==> config.mk <==
export PLATFORM = sky130hd
export DESIGN_NAME = adder_bcd_conv
export DESIGN_NICKNAME = d
export VERILOG_FILES = /design/src/rtl/adder_pkg.sv /design/src/rtl/bcd_digit_adj.sv /design/src/rtl/adder_bcd_conv.sv
export SDC_FILE = /design/constraint.sdc
export NUM_CORES = 1
export LEC_CHECK = 0
export CORE_MARGIN = 4
export CORE_UTILIZATION = 25
export CTS_CLUSTER_SIZE = 20
export DETAILED_ROUTE_END_ITERATION = 8
export SYNTH_ARGS = -nofsm -noshare
export SYNTH_HDL_FRONTEND = slang
export SYNTH_SLANG_ARGS = --single-unit
==> constraint.sdc <==
create_clock -name iClk -period 2.55 [get_ports iClk]
set_input_delay 0.3825 -clock iClk [delete_from_list [all_inputs] [get_ports iClk]]
set_output_delay 0.3825 -clock iClk [all_outputs]
set_load 0.005 [all_outputs]
==> src/rtl/adder_pkg.sv <==
// Shared constants and FSM encoding for the adder-result to BCD converter.
package adder_pkg;
  localparam int IN_W      = 9;
  localparam int BCD_W     = 12;
  localparam int SHIFT_CNT = 9;

  typedef enum logic [1:0] {
    IDLE  = 2'd0,
    SHIFT = 2'd1,
    DONE  = 2'd2
  } state_t;
endpackage

==> src/rtl/bcd_digit_adj.sv <==
// Double-dabble digit correction: add 3 to a BCD digit that is 5 or more.
module bcd_digit_adj (
  input  logic [3:0] iDigit,
  output logic [3:0] oDigit
);
  assign oDigit = (iDigit >= 4'd5) ? iDigit + 4'd3 : iDigit;
endmodule

==> src/rtl/adder_bcd_conv.sv <==
// Sequential shift-add-3 converter turning a 9-bit adder result
// (unsigned or sign-magnitude) into three packed BCD digits.
module adder_bcd_conv #(
  parameter int IN_W  = adder_pkg::IN_W,
  parameter int BCD_W = adder_pkg::BCD_W
) (
  input  logic             iClk,
  input  logic             iRst_n,
  input  logic             iStart,
  input  logic             iSA,
  input  logic [IN_W-1:0]  iData,
  input  logic             iData_C,
  output logic             oBusy,
  output logic             oDone,
  output logic             oSign,
  output logic [BCD_W-1:0] oBcd,
  output logic             oOvf
);
  import adder_pkg::*;

  localparam int NUM_DIGITS = BCD_W / 4;
  localparam int CNT_W      = $clog2(SHIFT_CNT + 1);

  state_t            state, stateNext;
  logic [CNT_W-1:0]  cnt;
  logic [IN_W-1:0]   mag;
  logic [BCD_W-1:0]  bcd, bcdAdj;
  logic              sign, ovf;
  logic              lastShift;

  assign lastShift = (cnt == CNT_W'(SHIFT_CNT - 1));

  genvar d;
  generate
    for (d = 0; d < NUM_DIGITS; d++) begin : gDigit
      bcd_digit_adj uAdj (
        .iDigit(bcd[d*4 +: 4]),
        .oDigit(bcdAdj[d*4 +: 4])
      );
    end
  endgenerate

  always_ff @(posedge iClk or negedge iRst_n) begin
    if (!iRst_n) state <= IDLE;
    else         state <= stateNext;
  end

  always_comb begin
    stateNext = state;
    case (state)
      IDLE:    if (iStart)    stateNext = SHIFT;
      SHIFT:   if (lastShift) stateNext = DONE;
      DONE:                   stateNext = IDLE;
      default:                stateNext = IDLE;
    endcase
  end

  always_comb begin
    oBusy = (state == SHIFT) || (state == DONE);
  end

  always_ff @(posedge iClk or negedge iRst_n) begin
    if (!iRst_n) begin
      cnt   <= '0;
      mag   <= '0;
      bcd   <= '0;
      sign  <= 1'b0;
      ovf   <= 1'b0;
      oDone <= 1'b0;
      oSign <= 1'b0;
      oBcd  <= '0;
      oOvf  <= 1'b0;
    end else begin
      oDone <= 1'b0;
      case (state)
        IDLE: if (iStart) begin
          cnt <= '0;
          bcd <= '0;
          ovf <= iData_C;
          // Sign-magnitude drops the sign bit; a zero magnitude is never negative.
          if (iSA) begin
            mag  <= {1'b0, iData[IN_W-2:0]};
            sign <= iData[IN_W-1] & (|iData[IN_W-2:0]);
          end else begin
            mag  <= iData;
            sign <= 1'b0;
          end
        end
        SHIFT: begin
          bcd <= {bcdAdj[BCD_W-2:0], mag[IN_W-1]};
          mag <= {mag[IN_W-2:0], 1'b0};
          cnt <= cnt + 1'b1;
        end
        DONE: begin
          oBcd  <= bcd;
          oSign <= sign;
          oOvf  <= ovf;
          oDone <= 1'b1;
        end
        default: ;
      endcase
    end
  end
endmodule

==> results.json <==
{
  "status": "finished clean",
  "grt-ovfl-total": 0,
  "drt-pass1-iter-count": 6,
  "syn-instance-count": 182,
  "wl_microns": 4179,
  "cp_max_fo": 3,
  "vias_per_cell": 4.503,
  "rsz0062_at_grt": "no",
  "hold_class": "in -> async",
  "antenna_found_initial": 0,
  "portBuffers": 29,
  "cts_buffers": 5,
  "cts_tree": "built",
  "cts.sinks": 44,
  "cp_data_required_time_ns": 2.17,
  "crit_type": "reg -> out",
  "yosys.cell_types.count": 33,
  "min_period_ns": 1.903,
  "synth_edf_count": 0,
  "grt_pass1_wl_microns": 7079,
  "clk_pin_slew_ns": 0.08,
  "finalHoldViolCount": 0,
  "std_cell_rows": 33,
  "grt.total_usage_pct": 8.972,
  "drc": 0,
  "seq_area_frac_synth_pct": 52.95,
  "finalSetupTns_ns": 0,
  "cap_violations": 0,
  "clk_latency_ns": 0.30,
  "drtIter0Drc": 32,
  "cts_setup_buffers": 0,
  "dpl.hpwl_microns": 3008,
  "ff_latch_area_sq_um": 1101,
  "setup_viol": 0,
  "nFillCells": 841,
  "ys.flop_type": "dfrtp_1",
  "syn-cell-area_sq_um": 2079,
  "clockBufferDepth": 2,
  "max_freq_mhz": 525.6,
  "max-vdd-ir-drop_mv": 0.3133,
  "start_kind": "flip-flop",
  "worst_pin_slew_ns": 0.7928,
  "async_flop_share_pct": 100.0,
  "endpoint_kind": "output pin",
  "cts_root_buffer": "clkbuf_8",
  "nNetsFinal": 241,
  "h-tree-depth": 2,
  "final_cell_mix": "dfrtp_1, clkdlybuf4s50_1, nand2_1",
  "die_h_microns": 99.20,
  "wl_per_cell_microns": 12.98,
  "stdcell_count": 322,
  "final_common_cell": "dfrtp_1",
  "timing.slew.headroom_pct": 47.15,
  "grt_max_degree": 23,
  "finClkSkew_ns": 0.006391,
  "maxSlewViolCount": 0,
  "area_growth_pct": 24.67,
  "ys_ff_latch": 44,
  "grt_pass1_vias": 1470,
  "powerDensity_nw_per_um2": 909.2,
  "multi_input_comb_area_sq_um": 907.1,
  "die-area_sq_um": 9841,
  "ant_nets": 0,
  "p_leak_uw": 0.001154,
  "gp_congestion": 0.7180,
  "n_antenna_cell": 0,
  "route.vias.total": 1450,
  "cp.arrival_ns": 1.52,
  "ys_warn_count": 0,
  "dp.cells": 313,
  "start_util_pct": 25.57,
  "drive_above_1_share_pct": 13.82,
  "syn_nets": 207,
  "cts_resized": 0,
  "core_area_sq_um": 8134,
  "avgSynthCellArea_sq_um": 11.43,
  "ios": 30,
  "die_w_microns": 99.20,
  "finalCritPeriodShare_pct": 74.62
}
==> state kept, by name, summed over array words and instances (netlist names), 2 cells and up <==
signal,flops
oBcd,12
state,2
cnt,4
bcd,12
mag,9
==> timing repair <==
action,4_1_cts,5_1_grt
hold buffers,1,0
setup endpoints to repair,0,0
endpoints found under the hold margin,9,0
==> routing by layer <==
layer  global-route usage [%]  part of all wire (%)  vias to the layer above  routed length [microns]
met5                        0                     0                        -                        0
met4                    3.782                   1.2                        0                       52
met3                    2.454                   5.9                        6                      248
met2                    14.10                    46                       30                     1919
met1                    11.64                    47                      704                     1958
li1                         -                     -                      710                        -
==> final timing paths <==
| kind | startpoint | end | slack (ns) | depth (start not counted) |
|---|---|---|---|---|
| worst max-delay path | state[0]$_DFFE_PN0P_ | oBusy | 0.65 | 3 |
| worst min-delay path | iRst_n | state[1]$_DFFE_PN0P_ | 0.49 | 2 |
| worst max register to register | state[0]$_DFFE_PN0P_ | oOvf$_DFFE_PN0P_ | 0.85 | 3 |
| worst min register to register | mag[7]$_DFFE_PN0P_ | mag[7]$_DFFE_PN0P_ | 0.49 | 2 |
| max in group asynchronous | iRst_n | oBcd[11]$_DFFE_PN0P_ | 1.53 | 3 |
| min in group iClk | mag[7]$_DFFE_PN0P_ | mag[7]$_DFFE_PN0P_ | 0.49 | 2 |
==> critical path, cell delays in order (launching register included) <==
cell and delay, ns:
dfrtp_1 0.38, inv_1 0.07, ha_1 0.28, clkdlybuf4s50_1 0.49
==> kinds of logic (layout without fill, tap and decap cells) <==
| logic type | Yosys count | in the layout | synth area share, % |
|---|---|---|---|
| flops | 44 | 44 | 52.95 |
| compound gates | 42 | 42 | 12.76 |
| buf+inv | 17 | 52 | 3.430 |
| simple gates | 38 | 38 | 9.085 |
| fa+ha+maj | 11 | 11 | 6.618 |
| xor+xnor | 5 | 5 | 2.106 |
| mux | 25 | 25 | 13.06 |
==> stage by stage <==
stage	util, %	cell area [sq um]	hold slack [ns]	worst slack, ns	power [uW]
finish	31.87	2592	0.4865	0.6472	2357
global route	31.87	2592	0.5203	0.5769	2558
CTS	31.87	2592	0.4887	0.6270	2399
detailed placement	30.64	2492	0.2709	0.6894	1938
global placement	30.64	2492	0.2732	0.7262	1908
floorplan	-	2079	0.08691	1.043	1630
==> synthesized netlist by cell type (2+ instances only) <==
| master | n | area [sq um] |
|---|---|---|
| a21oi_1 | 6 | 30.03 |
| a22o_1 | 3 | 26.28 |
| a32o_1 | 3 | 30.03 |
| buf_2 | 6 | 30.03 |
| dfrtp_1 | 44 | 1101 |
| ha_1 | 11 | 137.6 |
| inv_1 | 10 | 37.54 |
| mux2_2 | 17 | 191.4 |
| mux2i_1 | 8 | 80.08 |
| nand2_1 | 19 | 71.32 |
| nand2b_1 | 4 | 25.02 |
| nand3_1 | 3 | 15.01 |
| nor2_1 | 3 | 11.26 |
| nor4_1 | 2 | 12.51 |
| o21ai_0 | 17 | 85.08 |
| o22ai_1 | 3 | 18.77 |
| o31ai_1 | 3 | 22.52 |
| o32ai_1 | 2 | 17.52 |
| xnor2_1 | 3 | 26.28 |
| xor2_1 | 2 | 17.52 |
==> layout make-up <==
type | instances | share of cell area [%]
inverter | 10 | 1.448
sequential | 44 | 42.47
clock buffer | 8 | 3.475
multi-input combinational | 121 | 34.99
tap | 105 | 5.068
timing repair buffer | 34 | 12.55
==> power breakdown <==
part / leakage [uW] / total, uW / switching (uW) / internal, uW
sequential: 0.000591 / 1010 / 124 / 882
combinational: 0.000517 / 900 / 479 / 422
clock: 0.0000455 / 451 / 230 / 221
(Power assumes the default switching activity.)
